### src/rtl/axi_lite_pkg.sv
// rtl/axi_lite_pkg.sv - shared AXI-Lite response codes and engine state types
package axi_lite_pkg;

  localparam logic [1:0] RESP_OKAY   = 2'b00;
  localparam logic [1:0] RESP_EXOKAY = 2'b01;
  localparam logic [1:0] RESP_SLVERR = 2'b10;
  localparam logic [1:0] RESP_DECERR = 2'b11;

  typedef enum logic [1:0] {W_IDLE, W_ADDR, W_RESP} w_state_e;
  typedef enum logic [1:0] {R_IDLE, R_ADDR, R_DATA} r_state_e;

  // EXOKAY is accepted as success; only SLVERR and DECERR count as errors.
  function automatic logic resp_is_ok(input logic [1:0] resp);
    logic ok;
    unique case (resp)
      RESP_OKAY, RESP_EXOKAY:   ok = 1'b1;
      RESP_SLVERR, RESP_DECERR: ok = 1'b0;
      default:                  ok = 1'b0;
    endcase
    return ok;
  endfunction

endpackage

### src/rtl/sat_counter.sv
// rtl/sat_counter.sv - saturating up-counter with synchronous reset
module sat_counter #(
  parameter int WIDTH = 16
) (
  input  logic             clk_i,
  input  logic             rst_i,
  input  logic             inc_i,
  output logic [WIDTH-1:0] count_o
);

  logic [WIDTH-1:0] count_q, count_d;

  always_comb begin
    count_d = count_q;
    if (inc_i && (count_q != '1)) count_d = count_q + WIDTH'(1);
  end

  always_ff @(posedge clk_i) begin
    if (rst_i) count_q <= '0;
    else       count_q <= count_d;
  end

  assign count_o = count_q;

endmodule

### src/rtl/axi_lite_fifo_master.sv
// rtl/axi_lite_fifo_master.sv - AXI4-Lite manager moving words between local FIFOs and a subordinate
module axi_lite_fifo_master
  import axi_lite_pkg::*;
#(
  parameter int          AXI_ADDR_WIDTH = 8,
  parameter int          AXI_DATA_WIDTH = 32,
  parameter int unsigned WR_BASE_ADDR   = 0,
  parameter int unsigned RD_BASE_ADDR   = 0,
  parameter bit          ADDR_INC       = 1'b0,
  parameter bit          RETRY_ON_ERR   = 1'b1
) (
  input  logic                        aclk,
  input  logic                        areset,
  output logic [AXI_ADDR_WIDTH-1:0]   m_axi_awaddr,
  output logic                        m_axi_awvalid,
  input  logic                        m_axi_awready,
  output logic [AXI_DATA_WIDTH-1:0]   m_axi_wdata,
  output logic [AXI_DATA_WIDTH/8-1:0] m_axi_wstrb,
  output logic                        m_axi_wvalid,
  input  logic                        m_axi_wready,
  input  logic [1:0]                  m_axi_bresp,
  input  logic                        m_axi_bvalid,
  output logic                        m_axi_bready,
  output logic [AXI_ADDR_WIDTH-1:0]   m_axi_araddr,
  output logic                        m_axi_arvalid,
  input  logic                        m_axi_arready,
  input  logic [AXI_DATA_WIDTH-1:0]   m_axi_rdata,
  input  logic [1:0]                  m_axi_rresp,
  input  logic                        m_axi_rvalid,
  output logic                        m_axi_rready,
  input  logic [AXI_DATA_WIDTH-1:0]   in_fifo_rd_data,
  output logic                        in_fifo_rd_en,
  input  logic                        in_fifo_empty,
  output logic [AXI_DATA_WIDTH-1:0]   out_fifo_wr_data,
  output logic                        out_fifo_wr_en,
  input  logic                        out_fifo_full,
  input  logic                        rd_enable,
  output logic [15:0]                 wr_err_count,
  output logic [15:0]                 rd_err_count,
  output logic                        busy
);

  localparam logic [AXI_ADDR_WIDTH-1:0] WR_BASE   = AXI_ADDR_WIDTH'(WR_BASE_ADDR);
  localparam logic [AXI_ADDR_WIDTH-1:0] RD_BASE   = AXI_ADDR_WIDTH'(RD_BASE_ADDR);
  localparam logic [AXI_ADDR_WIDTH-1:0] ADDR_STEP = AXI_ADDR_WIDTH'(AXI_DATA_WIDTH / 8);

  w_state_e                  w_state_q, w_state_d;
  logic [AXI_ADDR_WIDTH-1:0] waddr_q, waddr_d;
  logic [AXI_DATA_WIDTH-1:0] wdata_q, wdata_d;
  logic                      aw_done_q, aw_done_d, w_done_q, w_done_d;
  logic                      wr_err_inc;

  r_state_e                  r_state_q, r_state_d;
  logic [AXI_ADDR_WIDTH-1:0] raddr_q, raddr_d;
  logic                      rd_err_inc;

  always_ff @(posedge aclk) begin
    if (areset) begin
      w_state_q <= W_IDLE;
      waddr_q   <= WR_BASE;
      wdata_q   <= '0;
      aw_done_q <= 1'b0;
      w_done_q  <= 1'b0;
      r_state_q <= R_IDLE;
      raddr_q   <= RD_BASE;
    end else begin
      w_state_q <= w_state_d;
      waddr_q   <= waddr_d;
      wdata_q   <= wdata_d;
      aw_done_q <= aw_done_d;
      w_done_q  <= w_done_d;
      r_state_q <= r_state_d;
      raddr_q   <= raddr_d;
    end
  end

  // AW and W complete independently; the done flags remember which has already handshaked.
  always_comb begin
    w_state_d     = w_state_q;
    waddr_d       = waddr_q;
    wdata_d       = wdata_q;
    aw_done_d     = aw_done_q;
    w_done_d      = w_done_q;
    in_fifo_rd_en = 1'b0;
    m_axi_awvalid = 1'b0;
    m_axi_wvalid  = 1'b0;
    m_axi_bready  = 1'b0;
    wr_err_inc    = 1'b0;
    unique case (w_state_q)
      W_IDLE: begin
        if (!in_fifo_empty && !areset) begin
          in_fifo_rd_en = 1'b1;
          wdata_d       = in_fifo_rd_data;
          aw_done_d     = 1'b0;
          w_done_d      = 1'b0;
          w_state_d     = W_ADDR;
        end
      end
      W_ADDR: begin
        m_axi_awvalid = !aw_done_q;
        m_axi_wvalid  = !w_done_q;
        aw_done_d     = aw_done_q | m_axi_awready;
        w_done_d      = w_done_q | m_axi_wready;
        if (aw_done_d && w_done_d) w_state_d = W_RESP;
      end
      W_RESP: begin
        m_axi_bready = 1'b1;
        if (m_axi_bvalid) begin
          if (resp_is_ok(m_axi_bresp)) begin
            if (ADDR_INC) waddr_d = waddr_q + ADDR_STEP;
            w_state_d = W_IDLE;
          end else begin
            wr_err_inc = 1'b1;
            if (RETRY_ON_ERR) begin
              aw_done_d = 1'b0;
              w_done_d  = 1'b0;
              w_state_d = W_ADDR;
            end else begin
              w_state_d = W_IDLE;
            end
          end
        end
      end
      default: w_state_d = W_IDLE;
    endcase
  end

  // Fullness is checked only at issue; as sole writer, the slot stays free until the push.
  always_comb begin
    r_state_d      = r_state_q;
    raddr_d        = raddr_q;
    m_axi_arvalid  = 1'b0;
    m_axi_rready   = 1'b0;
    out_fifo_wr_en = 1'b0;
    rd_err_inc     = 1'b0;
    unique case (r_state_q)
      R_IDLE: begin
        if (rd_enable && !out_fifo_full) r_state_d = R_ADDR;
      end
      R_ADDR: begin
        m_axi_arvalid = 1'b1;
        if (m_axi_arready) r_state_d = R_DATA;
      end
      R_DATA: begin
        m_axi_rready = 1'b1;
        if (m_axi_rvalid) begin
          if (resp_is_ok(m_axi_rresp)) begin
            out_fifo_wr_en = 1'b1;
            if (ADDR_INC) raddr_d = raddr_q + ADDR_STEP;
          end else begin
            rd_err_inc = 1'b1;
          end
          r_state_d = R_IDLE;
        end
      end
      default: r_state_d = R_IDLE;
    endcase
  end

  sat_counter #(.WIDTH(16)) u_wr_err_cnt (
    .clk_i   (aclk),
    .rst_i   (areset),
    .inc_i   (wr_err_inc),
    .count_o (wr_err_count)
  );

  sat_counter #(.WIDTH(16)) u_rd_err_cnt (
    .clk_i   (aclk),
    .rst_i   (areset),
    .inc_i   (rd_err_inc),
    .count_o (rd_err_count)
  );

  assign m_axi_awaddr     = waddr_q;
  assign m_axi_wdata      = wdata_q;
  assign m_axi_wstrb      = '1;
  assign m_axi_araddr     = raddr_q;
  assign out_fifo_wr_data = m_axi_rdata;
  assign busy             = (w_state_q != W_IDLE) || (r_state_q != R_IDLE);

endmodule

### config.mk
export PLATFORM = sky130hd
export DESIGN_NAME = axi_lite_fifo_master
export DESIGN_NICKNAME = d
export VERILOG_FILES = /design/src/rtl/axi_lite_pkg.sv /design/src/rtl/sat_counter.sv /design/src/rtl/axi_lite_fifo_master.sv
export SDC_FILE = /design/constraint.sdc
export NUM_CORES = 1
export LEC_CHECK = 0
export BUFFER_PORTS_ARGS = -buffer_cell sky130_fd_sc_hd__buf_2
export CAP_MARGIN = 20
export CORE_UTILIZATION = 48
export DETAILED_ROUTE_END_ITERATION = 8
export PLACE_DENSITY = 0.89
export RECOVER_POWER = 50
export SYNTH_ARGS = -nofsm -noshare
export SYNTH_HDL_FRONTEND = slang
export SYNTH_SLANG_ARGS = --single-unit
### constraint.sdc
create_clock -name aclk -period 3.72 [get_ports aclk]
set_input_delay 0.186 -clock aclk [delete_from_list [all_inputs] [get_ports aclk]]
set_output_delay 0.186 -clock aclk [all_outputs]
set_load 0.01 [all_outputs]
# After elaboration in Yosys (flattened, before gate mapping)
# Cells that the tools add are included.
[word_totals]
ff_bits = 70
input_bits = 78
out_inout_bits = 124
wordCells = 92
[classes]
n_addsub = 2
eq_ne = 19
muxes = 36
bitwise_logic = 2
n_reduce_logical = 26
[ops]
columns = ["operator", "n"]
rows = [
  ["adder 16 x 1 -> 16 bit (second input constant)", 2],
  ["!= test 16 bit (second input constant)", 2],
  ["two-way mux 1 bit", 24],
  ["!= test 2 bit (second input constant)", 7],
  ["equality test 2 bit (second input constant)", 6],
  ["two-way mux 2 bit", 6],
  ["one-hot mux 2 bit (3 select lines)", 2],
  ["equality test 2 x 1 -> 1 bit (second input constant)", 4],
  ["zero test 2 bit", 4],
  ["OR reduction 2 bit", 4],
  ["one-hot mux 1 bit (3 select lines)", 2],
  ["AND reduction 3 bit", 2],
  ["logical AND 1 bit", 5],
  ["zero test 1 bit", 5],
  ["one-hot mux 1 bit (2 select lines)", 2],
  ["AND reduction 4 bit", 1],
  ["nonzero test 2 bit", 2],
  ["nonzero test 3 bit", 1],
  ["OR 1 bit", 2],
  ["AND reduction 2 bit", 1],
  ["logical OR 1 bit", 1],
]

# Longest topological paths before layout
[depth]
depth_word = 9
ltp_mapped = 6
depth_no_buf = 5

# Cells and area by module
# Synthesis repeated with hierarchy kept, for this count alone.
[hier_totals]
hier_cells = 435
hier_area_um2 = 3633.5
[modules_own_cells]
columns = ["mod", "instances", "cells_each", "area_each_um2", "seq_area_each_um2"]
rows = [
  ["axi_lite_fifo_master", 1, 237, 1936.9, 760.7],
  ["sat_counter", 2, 99, 848.3, 320.3],
]

# Worst setup path before layout
# No wires, ideal clock.
[synth_path]
path_kind = "reg2reg"
from = "reg u_wr_err_cnt.count_q[0] (netlist: u_wr_err_cnt.count_o[0])"
to = "reg u_wr_err_cnt.count_q[9] (netlist: u_wr_err_cnt.count_o[9])"
setup_time_ns = 0.123
arrival_ns = 1.665
required_time_ns = 3.597
path_slack_ns = 1.932
stages_incl_launch_ff = 6
path_buffers = 0
synth_period_minus_slack_ns = 1.788
cell_sequence = "dfxtp_1 ha_1 nand3_1 nor4_4 nor4b_2 mux2_1"
[synth_between]
elab_chain_len = 2
word_cells_on_any_way = 3
cone_classes = "1 x add/sub; 1 x eq/ne; 1 x reduce/logical"
[synth_lines]
columns = ["item", "line_no", "source"]
rows = [
  ["start, declared", "sat_counter.sv:11", "logic [WIDTH-1:0] count_q, count_d;"],
  ["start signal, assigned", "sat_counter.sv:20", "else count_q <= count_d;"],
  ["parallel branches: the longest is 2 deep, another holds adder 16 x 1 -> 16 bit", "--", ""],
]
# Parallel ways; which one is timed is not known.
# A chain may end at the register's enable or synchronous reset.

# Final worst setup path
[layout_path]
from = "in areset"
to = "reg aw_done_q"
[layout_between]
elab_chain_len = 4
[layout_lines]
columns = ["item", "line_no", "source"]
rows = [
  ["start, declared", "axi_lite_fifo_master.sv:13", "input logic areset,"],
  ["zero test 1 bit", "axi_lite_fifo_master.sv:91", "if (!in_fifo_empty && !areset) begin"],
  ["logical AND 1 bit", "axi_lite_fifo_master.sv:91", ""],
  ["!= test 2 bit (no source line)", "--", ""],
  ["AND reduction 4 bit (no source line)", "--", ""],
  ["end signal, assigned", "axi_lite_fifo_master.sv:70", "aw_done_q <= aw_done_d;"],
  ["end, declared", "axi_lite_fifo_master.sv:50", "logic aw_done_q, aw_done_d, w_done_q, w_done_d;"],
]
# Several ways; a longest one is shown, not always the timed one.

==> summary.txt <==
Outcome -> finished, violations left
Violated checks -> capacitance limit, slew limit
Final Wtd Congestion -> 0.763
Mean Syn Cell Area -> 8.50 um2
Max FO, Critical Path -> 40
Worst r2r dst -> u_rd_err_cnt.count_o[6]
DP HPWL -> 5.71 mm
Clock Root Buffer -> sky130_fd_sc_hd__clkbuf_8
Via count normalized by instance count -> 5.27
Most frequently used cell type in the post-synthesis netlist -> sky130_fd_sc_hd__dfxtp_1
Via count of the first global-routing pass -> 2846
Number of warnings issued by yosys -> 0
Max Fclk -> 419 MHz
Worst Tran Pin Value -> 1800 ps
DRC viols -> 0
First-pass detailed-route iteration total -> 4
Post-route total power -> 1.57 mW
Initial standard-cell utilization of the core -> 50.1%
Max clock buf depth -> 2
Kind of path behind the tightest hold check -> input port to flop
Clock-pin slew of the registers on the worst-case setup and hold paths -> 70 ps
Type of destination of the critical path -> flop
Area share of the largest cell type after synthesis -> 38.1%
Reg2Reg Launch Point -> u_rd_err_cnt.count_o[0]
Number of levels the H-tree was split into -> 3
Sinks on the clock net -> 70
CTS Hold Buffers Added -> 0
Register-to-register setup slack -> 1740 ps
Number of buffer and inverter instances along the worst setup path -> 2
Total CTS buffers -> 9
Post-route minimum period -> 2390 ps
I/O pin total -> 202
Die Span X -> 89.5 um
Total global routing track utilization -> 20.1%
Die area -> 8010 um2
Number of endpoints with negative hold slack in the final report -> 0
Dominant delay contributor by cell family on the critical path -> buffers and inverters
1st-iter DRT viols -> 97
Sequential cell area fraction in the yosys report -> 38.1%
Routed len/inst -> 13.1 um
Area Growth Syn to Fin -> 11.8%
Arr. time, crit path -> 2670 ps
Unrepaired setup endpoints after global routing -> false
Endpoint, Worst Hold -> m_axi_wdata[18]
Final setup violating endpoints -> 0
Remaining global-route overflow -> 0
Routed Wire Length -> 8.02 mm
Vias -> 3220
Worst EP required -> 4000 ps
Leading area contributor after synthesis -> sky130_fd_sc_hd__dfxtp_1
Critical Path Max Stage Delay -> 1350 ps
Number of instances in the synthesized netlist -> 432
Area after detailed placement -> 3980 um2
Later-pin clock latency in the skew report -> 340 ps
Distinct cell type count after synthesis -> 56
Critical path start-end classification -> input port to flop
Worst-case vdd ir drop -> 205 uV
Die Y-Extent -> 89.5 um
Design Area, Final -> 4110 um2
Filler cells -> 681
Most common library cells after synthesis -> sky130_fd_sc_hd__dfxtp_1 (70), sky130_fd_sc_hd__buf_4 (53), sky130_fd_sc_hd__o21ai_0 (44)
Cell-by-cell trace of the critical path -> buf_2 > clkbuf_1 > o21ba_2 > o21ai_0 > a21o_1 > nor2_1
Number of enable flip-flop cells after synthesis -> 0
Number of cells on the worst hold path -> 3
Max-Cap Viols -> 1
Setup_tns -> 0 ps
Fin. max-slew vios -> 41
Number of flip-flops and latches in the synthesized netlist -> 70
Final hold slack -> 37.6 ps
Power density over cell area -> 383 nW/um2
Cts repair resizes -> 0
Fraction of final layout cells sized beyond drive strength 1 -> 19.1%
Post-CTS Repair Setup Buffers -> 0
Most used flip-flop cell after synthesis -> sky130_fd_sc_hd__dfxtp_1
Synth top area cells -> sky130_fd_sc_hd__dfxtp_1 (38%), sky130_fd_sc_hd__buf_4 (11%), sky130_fd_sc_hd__o21ai_0 (6.0%), sky130_fd_sc_hd__nand2b_1 (5.4%), sky130_fd_sc_hd__nand2_1 (4.0%)
Slew Limit Headroom -> -20.2%
Pin count of the biggest net entering global routing -> 66
Initial antenna violation count -> 1
Post-route fraction of the period consumed by the critical path -> 64.2%
Antenna Nets Post-Route -> 0
CTS tree -> done
Area of the core region -> 7330 um2
Standby leakage power -> 1.66 nW
# diodes -> 0
Post-synth ARST share -> 0%
Reg2Reg Depth -> 5
Number of standard-cell rows in the floorplan -> 31
Beginning of the worst hold path -> in_fifo_rd_data[18]
Total Nets Final -> 587
Count of input and output buffers -> 115
Maximum clock skew at final layout -> 8.63 ps
Global-route wire length before repair -> 12.3 mm
Critical Path Slowest Stage Cell -> sky130_fd_sc_hd__clkbuf_1
Critical Path Start Type -> input port
Cell area after synthesis -> 3670 um2
-- cells in the final DEF, fill, tap and decap left out, types with 10 or more instances in the layout --
cell,count
sky130_fd_sc_hd__nand2b_1,32
sky130_fd_sc_hd__clkbuf_1,53
sky130_fd_sc_hd__a21oi_1,25
sky130_fd_sc_hd__nand3_1,11
sky130_fd_sc_hd__nor2_1,23
sky130_fd_sc_hd__nand2_1,39
sky130_fd_sc_hd__or3_1,12
sky130_fd_sc_hd__conb_1,20
sky130_fd_sc_hd__o21ai_0,44
sky130_fd_sc_hd__inv_1,10
sky130_fd_sc_hd__dfxtp_1,70
sky130_fd_sc_hd__clkbuf_8,11
sky130_fd_sc_hd__buf_2,64
-- through the flow --
| stage | setup WS (ps) | utilization, % | std cells |
|---|---|---|---|
| 2_1_floorplan | 1930 | - | 450 |
| 3_5_place_dp | 1730 | 54.2 | 595 |
| 6_report | 1330 | 56.0 | 611 |
| 5_1_grt | 1120 | 56.0 | 611 |
| 3_3_place_gp | 1820 | 54.2 | 595 |
| 4_1_cts | 1700 | 57.0 | 611 |
-- registers in the layout, indices dropped and copies added, names as in the netlist --
signal and flops:
m_axi_wdata 32, u_rd_err_cnt.count_o 16, aw_done_q 1, u_wr_err_cnt.count_o 16, r_state_q 2, w_state_q 2, w_done_q 1
-- per-layer routing --
layer | global-route usage (%) | vias to the layer above | wire (um)
li1 | - | 1602 | -
met1 | 23.1 | 1475 | 3430
met2 | 34.4 | 127 | 3870
met3 | 5.82 | 14 | 588
met4 | 9.38 | 2 | 121
met5 | 0 | - | 8
-- cells by family (layout without fill, tap and decap cells) --
| family | Yosys count | in the layout | synth area share, % |
|---|---|---|---|
| XOR/XNOR | 1 | 1 | 0.238 |
| buffers and inverters | 81 | 143 | 14.3 |
| flip-flops | 70 | 70 | 38.1 |
| AO/OA/AOI/OAI | 96 | 96 | 15.7 |
| multiplexers | 5 | 5 | 1.46 |
| AND/OR/NAND/NOR | 175 | 175 | 29.3 |
| adder cells (fa/ha/maj) | 2 | 2 | 0.681 |
| other | 2 | 20 | 0.204 |
-- cell type report --
class	count	area, um2	area share, %
clock buffers	12	155	3.78
clock inverters	4	45.0	1.10
multi-input cells	299	1820	44.3
flip-flops and latches	70	1400	34.1
well taps	99	124	3.02
repair buffers	117	523	12.7
inverters	10	37.5	0.914
-- power breakdown --
part / total [mW] / switching [mW] / internal (mW) / leakage (nW)
combinational: 0.154 / 0.0928 / 0.0613 / 0.981
sequential: 0.804 / 0.0217 / 0.782 / 0.570
clock: 0.617 / 0.273 / 0.343 / 0.106
-- worst max-delay path by stage --
stage / start / endpoint / cells after the start
detailed placement: u_rd_err_cnt.count_o[0] / u_rd_err_cnt.count_o[6] / 5
finish: areset / aw_done_q / 6
CTS: u_rd_err_cnt.count_o[0] / u_rd_err_cnt.count_o[6] / 5
global placement: u_rd_err_cnt.count_o[0] / u_rd_err_cnt.count_o[6] / 5
global route: areset / w_done_q / 6
floorplan: u_wr_err_cnt.count_o[0] / u_wr_err_cnt.count_o[9] / 5
-- tightest hold or removal path: stages --
cell and delay, ps:
sky130_fd_sc_hd__buf_2 70, sky130_fd_sc_hd__nand2_1 30, sky130_fd_sc_hd__o21ai_0 50
(Power assumes the default switching activity.)
